==> src/rtl/adder_sum_accumulator.sv <==
// adder_sum_accumulator
// Downstream stage of the 3-bit adder. Takes {carry,sum} as a 4-bit sample
// (0..15) and adds up COUNT accepted samples into a block total. The total is
// then offered to the next stage on a valid/ready handshake.
// Optional build macro: ADDER_ACC_SATURATE_EN. When it is defined, a block
// total that overflows clamps to all-ones. When it is not defined, the total
// wraps modulo 2^ACC_WIDTH.
// ACC_WIDTH must be at least 4 so that a single sample always fits.
module adder_sum_accumulator #(
  parameter int ACC_WIDTH = 8,
  parameter int COUNT     = 4,
  parameter int CNT_W     = 8
) (
  input  logic                 clk,
  input  logic                 rst,
  input  logic                 in_valid,
  output logic                 in_ready,
  input  logic [2:0]           sum,
  input  logic                 carry,
  output logic                 out_valid,
  input  logic                 out_ready,
  output logic [ACC_WIDTH-1:0] total,
  output logic                 overflow,
  output logic [CNT_W-1:0]     sample_cnt
);

  typedef enum logic [1:0] {
    IDLE  = 2'd0,
    ACCUM = 2'd1,
    HOLD  = 2'd2
  } state_t;

  state_t               state_reg, state_next;
  logic [ACC_WIDTH-1:0] total_reg, total_next;
  logic                 overflow_reg, overflow_next;
  logic [CNT_W-1:0]     cnt_reg, cnt_next;

  logic                 accept;
  logic [ACC_WIDTH:0]   v_ext;
  logic [ACC_WIDTH:0]   sum_ext;
  logic                 add_carry;
  logic [CNT_W-1:0]     cnt_inc;
  logic                 last_sample;

  // Datapath helpers. The sample is only consumed on accept, so anything
  // present on sum/carry while in_valid is low cannot reach the registers.
  assign accept      = in_valid & in_ready;
  assign v_ext       = (ACC_WIDTH+1)'({carry, sum});
  assign sum_ext     = {1'b0, total_reg} + v_ext;
  assign add_carry   = sum_ext[ACC_WIDTH];
  assign cnt_inc     = cnt_reg + CNT_W'(1);
  assign last_sample = (cnt_inc == CNT_W'(COUNT));

  // State register and block datapath registers
  always_ff @(posedge clk) begin
    if (rst) begin
      state_reg    <= IDLE;
      total_reg    <= '0;
      overflow_reg <= 1'b0;
      cnt_reg      <= '0;
    end else begin
      state_reg    <= state_next;
      total_reg    <= total_next;
      overflow_reg <= overflow_next;
      cnt_reg      <= cnt_next;
    end
  end

  // Next-state logic: fill the block, then hold it until downstream takes it
  always_comb begin
    state_next = state_reg;
    case (state_reg)
      IDLE: begin
        if (accept) begin
          state_next = (COUNT == 1) ? HOLD : ACCUM;
        end
      end
      ACCUM: begin
        if (accept && last_sample) begin
          state_next = HOLD;
        end
      end
      HOLD: begin
        if (out_ready) begin
          state_next = IDLE;
        end
      end
      default: state_next = IDLE;
    endcase
  end

  // Handshake outputs decoded from state only, so they are never high together
  always_comb begin
    in_ready  = 1'b0;
    out_valid = 1'b0;
    case (state_reg)
      IDLE:    in_ready  = 1'b1;
      ACCUM:   in_ready  = 1'b1;
      HOLD:    out_valid = 1'b1;
      default: begin
        in_ready  = 1'b0;
        out_valid = 1'b0;
      end
    endcase
  end

  // Datapath next values: load on the first sample, add on later ones, clear on consume
  always_comb begin
    total_next    = total_reg;
    overflow_next = overflow_reg;
    cnt_next      = cnt_reg;
    case (state_reg)
      IDLE: begin
        if (accept) begin
          total_next    = v_ext[ACC_WIDTH-1:0];
          overflow_next = 1'b0;
          cnt_next      = CNT_W'(1);
        end
      end
      ACCUM: begin
        if (accept) begin
          overflow_next = overflow_reg | add_carry;
          cnt_next      = cnt_inc;
`ifdef ADDER_ACC_SATURATE_EN
          // Once clamped, the total stays at all-ones for the rest of the block.
          total_next    = (overflow_reg | add_carry) ? {ACC_WIDTH{1'b1}}
                                                     : sum_ext[ACC_WIDTH-1:0];
`else
          total_next    = sum_ext[ACC_WIDTH-1:0];
`endif
        end
      end
      HOLD: begin
        if (out_ready) begin
          total_next    = '0;
          overflow_next = 1'b0;
          cnt_next      = '0;
        end
      end
      default: begin
        total_next    = '0;
        overflow_next = 1'b0;
        cnt_next      = '0;
      end
    endcase
  end

  assign total      = total_reg;
  assign overflow   = overflow_reg;
  assign sample_cnt = cnt_reg;

endmodule

==> config.mk <==
export PLATFORM = sky130hd
export DESIGN_NAME = adder_sum_accumulator
export DESIGN_NICKNAME = d
export VERILOG_FILES = /design/src/rtl/adder_sum_accumulator.sv
export SDC_FILE = /design/constraint.sdc
export NUM_CORES = 1
export LEC_CHECK = 0
export CAP_MARGIN = 20
export CORE_MARGIN = 1
export CORE_UTILIZATION = 49
export DETAILED_ROUTE_END_ITERATION = 8
export PLACE_DENSITY_LB_ADDON = 0.25
export SYNTH_ARGS = -nofsm -noshare
export SYNTH_HDL_FRONTEND = slang
export SYNTH_SLANG_ARGS = --single-unit
==> constraint.sdc <==
create_clock -name clk -period 2.2 [get_ports clk]
set_input_delay 0.33 -clock clk [delete_from_list [all_inputs] [get_ports clk]]
set_output_delay 0.33 -clock clk [all_outputs]
set_load 0.01 [all_outputs]
==> results.yml, run 1 <==
timing:
  worst_slack_ps: 267
  worst_slew_pin_slew_ps: 421
  setup_tns_ps: 0
  fin_crit_sh_pct: 87.9
  layout_min_cycle_time_ps: 1930
  relSlewSlack_pct: 71.8
  setup_viol: 0
  slew_viol_final: 0
  clock_skew_ps: 6.24
  hold_violations: 0
  rsz0062_at_grt: "no"
  fmax_ghz: 0.517
cells_and_area:
  seq_area_um2: 380
  layout-drive-gt1-share_pct: 7.27
  stdcell_area_um2: 1460
  utilization_pct: 66.0
  fin_nets: 181
  fillers: 211
  area_growth_syn_to_layout_pct: 26.0
  diodes: 0
  multi_input_area_um2: 713
global_routing:
  grt_pass1_vias: 1051
  grt_pass1_wl_mm: 4.55
  grt_max_degree: 17
  grt_util_met3_pct: 3.03
  met2_usage_pct: 38.7
  grt_usage_pct: 23.3
  grt.busiest_layer: "met2"
  overflow: 0
  grtUsageMet1_pct: 30.3
  antenna_found_initial: 0
clocking:
  ctsLongestPathBuffers: 2
  postCtsSetupBuffers: 0
  cts.reportedPaths.clkPinSlew_ps: 110
  cts_root_buf: "clkbuf_4"
  cts_resized: 0
  cts_tree: "done"
  cts-htree-levels: 1
  cts-hold-fix-buffers: 0
  worst_skew_pair.late_latency_ps: 300
  clock-sinks: 19
  cts_inserted_buffers: 3
die:
  start_util_pct: 52.4
  ios: 27
  num_rows: 17
  core_area_um2: 2210
  die_height_um: 50.6
  die_x_um: 50.6
  die-area_um2: 2560
setup_path:
  crit_path_top_delay_cell: "clkdlybuf4s50_1"
  worst-path-max-fanout: 11
  worstPathBufferInverterCount: 2
  end_kind: "output pin"
  path_delay_family: "buffers and inverters"
  critPathRequiredTime_ps: 1870
  worstPathArrival_ps: 1600
  cp_cell_sequence: "inv_1, nor2_1, clkdlybuf4s50_1"
  crit_path_max_incr_delay_ps: 550
  crit_type: "register to output pin"
  startpoint_type: "register"
routing:
  drtPass1Iterations: 4
  ant_nets: 0
  drc_errors: 0
  wire_per_inst_um: 13.5
  dr_total_vias: 1136
  routed_wl_mm: 2.60
  vias_per_cell: 5.89
  dr.first_iter.drc_count: 15
place:
  hpwl_mm: 1.98
  placed_area_um2: 1430
  post-place-ws_ps: 6.84
  gp_congestion: 0.837
  port_buffers: 26
synthesis:
  syn_avg_cell_area_um2: 8.28
  syn_nets: 155
  synth_top_flop_cell: "dfxtp_1"
  netlist_top_cells_area: "dfxtp_1 (33%), a21oi_1 (6.9%), ha_1 (6.5%)"
  syn_area_um2: 1160
  synth.most_common_cell: "dfxtp_1"
  yosysTopAreaCell: "dfxtp_1"
  syn_inst: 140
  synth_cell_types: 43
  synth_seq_cells: 19
  ys_seq_area_share_pct: 32.8
  synthTopCellsByCount: "dfxtp_1 (19), a21oi_1 (16), nor2_1 (14)"
  synthDominantCellAreaShare_pct: 32.8
  yosys_warnings: 0
  async_flop_share_pct: 0
  synth_edf_count: 0
power_and_ir_drop:
  power_leakage_nw: 0.553
  power_density_nw_per_um2: 464
  vdd_drop_max_mv: 0.358
job:
  cap_violations: 0
min_path:
  hold_class: "register to register"
run_status:
  outcome: "finished clean"
report_power, final:
part           internal, mW  switching (mW)  total (mW)
combinational        0.0667          0.0669       0.134
clock                0.0707           0.111       0.182
sequential            0.353         0.00939       0.363
final timing paths:
check / slack (ps) / end / from / depth (start not counted)
worst max-delay path: 270 / out_valid / state_reg[1]$_SDFFE_PP0P_ / 3
worst min-delay path: 490 / overflow$_SDFFE_PP0P_ / overflow$_SDFFE_PP0P_ / 1
worst max register to register: 450 / overflow$_SDFFE_PP0P_ / total[0]$_SDFFE_PP0P_ / 7
worst min register to register: 490 / overflow$_SDFFE_PP0P_ / overflow$_SDFFE_PP0P_ / 1
cell type report:
| cell class | instances | share of cell area, % |
|---|---|---|
| flip-flops and latches | 19 | 26.0 |
| well taps | 28 | 2.40 |
| clock buffers | 4 | 1.80 |
| repair buffers | 31 | 20.4 |
| multi-input cells | 109 | 48.8 |
| inverters | 2 | 0.514 |
per-layer routing:
metal	vias to the layer above	wire, um
met5	-	0
met4	0	44
met3	7	98
met2	32	1210
met1	529	1250
li1	568	-
cells by family after synthesis:
kind of cell / synth area share [%]
xor+xnor: 2.27
fa+ha+maj: 8.21
mux: 1.84
simple gates: 23.8
compound gates: 25.5
buf+inv: 5.62
flops: 32.8
cells in the final DEF, fill, tap and decap left out, types with 2 or more instances in the layout:
master           synthesis  routed
nand3_1                  4       4
or3_1                    5       5
a21oi_1                 16      16
a311oi_1                 2       2
ha_1                     6       6
a22oi_1                  5       5
a31oi_1                  2       2
clkbuf_4                 0       3
dfxtp_1                 19      19
inv_1                    2       2
nor2b_1                  3       3
clkdlybuf4s50_1          0      26
o21a_1                   2       2
o21ai_1                  4       4
nor2_1                  14      14
a211o_1                  2       2
and2_1                   2       2
nand3b_1                 2       2
nor3_1                   4       4
a211oi_1                 3       3
o21ai_0                  4       4
buf_4                    2       5
nand4_1                  3       3
nand2_1                  6       6
xnor2_1                  2       2
a21o_1                   3       3
stage by stage:
stage / instances / total power [mW] / hold slack, ps
floorplan: 140 / 0.451 / 509
global placement: 189 / 0.499 / 456
detailed placement: 189 / 0.504 / 461
CTS: 193 / 0.684 / 488
global route: 193 / 0.710 / 503
finish: 193 / 0.678 / 488
No activity file was read; power rests on OpenSTA's default activity.
==> run 2, diff against run 1 <==
--- a/config.mk
+++ b/config.mk
@@ -8,6 +8,7 @@
 export CAP_MARGIN = 20
 export CORE_MARGIN = 1
 export CORE_UTILIZATION = 49
+export CTS_BUF_LIST = sky130_fd_sc_hd__clkbuf_4 sky130_fd_sc_hd__clkbuf_8 sky130_fd_sc_hd__clkbuf_16
 export DETAILED_ROUTE_END_ITERATION = 8
 export PLACE_DENSITY_LB_ADDON = 0.25
 export SYNTH_ARGS = -nofsm -noshare
==> run 2 against run 1 <==
  * Cell count unchanged
  * Wire length about the same
  * Setup slack unchanged
  * Count of clock-buffer cells in the layout unchanged
  * Critical path depth unchanged
  * First-iteration DRC count unchanged
  * Non-clock buffer count unchanged
  * Hold slack about the same
  * Sequential cell count unchanged
  * Die area unchanged
  * Largest cell class unchanged
  * Largest power group unchanged
==> results.yml, run 2 (synthesis results as in run 1) <==
place:
  gp_congestion: 0.837
  port_buffers: 26
  hpwl_mm: 1.98
min_path:
  min_from: "overflow$_SDFFE_PP0P_"
  hold_class: "register to register"
setup_path:
  end_kind: "output pin"
  worst-path-max-fanout: 11
  crit_type: "register to output pin"
  timing.rr.start: "total[0]$_SDFFE_PP0P_"
  startpoint_type: "register"
  crit_start: "state_reg[1]$_SDFFE_PP0P_"
  worstPathArrival_ps: 1600
  critPathRequiredTime_ps: 1870
timing:
  slew_viol_final: 0
  relSlewSlack_pct: 71.8
  setup_viol: 0
  setup_tns_ps: 0
  hold_violations: 0
  worst_slew_pin_slew_ps: 421
  fin_crit_sh_pct: 87.9
  layout_min_cycle_time_ps: 1930
  fmax_ghz: 0.517
  rsz0062_at_grt: "no"
  clock_skew_ps: 5.26
die:
  die_x_um: 50.6
  start_util_pct: 52.4
  die_height_um: 50.6
  num_rows: 17
  die-area_um2: 2560
  ios: 27
  core_area_um2: 2210
clocking:
  postCtsSetupBuffers: 0
  cts.reportedPaths.clkPinSlew_ps: 110
  cts_inserted_buffers: 3
  cts_tree: "done"
  clock-sinks: 19
  ctsLongestPathBuffers: 2
  cts-htree-levels: 1
  worst_skew_pair.late_latency_ps: 300
  cts-hold-fix-buffers: 0
  cts_resized: 0
  cts_root_buf: "clkbuf_4"
cells_and_area:
  layout_commonest_cell: "clkdlybuf4s50_1"
  area_growth_syn_to_layout_pct: 26.3
  diodes: 0
  fin_nets: 181
  final_cell_mix: "clkdlybuf4s50_1 (26), dfxtp_1 (19), a21oi_1 (16), nor2_1 (14)"
  layout-drive-gt1-share_pct: 7.88
power_and_ir_drop:
  power_mw: 0.690
  p_switching_mw: 0.187
  intPower_mw: 0.503
  switching_share_pct: 27.1
  power_leakage_nw: 0.557
  vdd_drop_max_mv: 0.358
  sequentialPowerShare_pct: 52.6
  p_comb_share_pct: 19.4
  power_density_nw_per_um2: 471
  clkPwrFrac_pct: 28.1
routing:
  dr.first_iter.drc_count: 15
  drc_errors: 0
  drtPass1Iterations: 4
  ant_nets: 0
  wire_per_inst_um: 13.5
  routed_wl_mm: 2.60
  vias_per_cell: 5.88
  dr_total_vias: 1134
run_status:
  outcome: "finished clean"
global_routing:
  grt_max_degree: 17
  grt_pass1_vias: 1051
  antenna_found_initial: 0
  grt_pass1_wl_mm: 4.55
  overflow: 0
  grt_usage_pct: 23.3
job:
  cap_violations: 0
run 2: cell counts in the layout (fill, tap and decap cells not counted):
Identical to the previous run, type by type.
run 2: critical path: stages (launching register included):
cell and delay [ps]:
dfxtp_1 520, inv_1 120, nor2_1 110, clkdlybuf4s50_1 550
run 2: final timing paths:
| path | to | slack, ps | cells after the start |
|---|---|---|---|
| worst max register to register | overflow$_SDFFE_PP0P_ | 450 | 7 |
| worst max-delay path | out_valid | 270 | 3 |
| worst min-delay path | overflow$_SDFFE_PP0P_ | 490 | 1 |
| worst min register to register | overflow$_SDFFE_PP0P_ | 490 | 1 |
run 2: cell type report:
type	count	area, um2
Fill cell	209	748
Clock buffer	4	30.0
Tap cell	28	35.0
Sequential cell	19	380
Inverter	2	7.51
Timing Repair Buffer	31	298
Multi-Input combinational cell	109	713
run 2: power by group through the flow:
stage / clock [mW] / combinational (mW) / sequential [mW]
finish: 0.194 / 0.134 / 0.363
global route: 0.209 / 0.149 / 0.364
CTS: 0.199 / 0.134 / 0.363
detailed placement: 0 / 0.133 / 0.371
global placement: 0 / 0.130 / 0.370
floorplan: 0 / 0.0781 / 0.373
run 2: metrics by stage:
stage                     hold WS, ps  instance area [um2]  std cells  util (%)  worst slack [ps]
after floorplan                   509                 1160        140         -               496
after global placement            456                 1430        189      64.8              26.5
after detailed placement          461                 1430        189      64.8              6.84
after CTS                         488                 1460        193      66.2               256
after global routing              503                 1460        193      66.2               142
final                             488                 1460        193      66.2               267
run 2: routing by layer:
layer	global-route usage (%)	vias to the layer above	routed length (um)
met1	30.3	527	1250
li1	-	568	-
met3	3.03	7	98
met4	9.26	0	44
met2	38.7	32	1200
met5	0	-	0
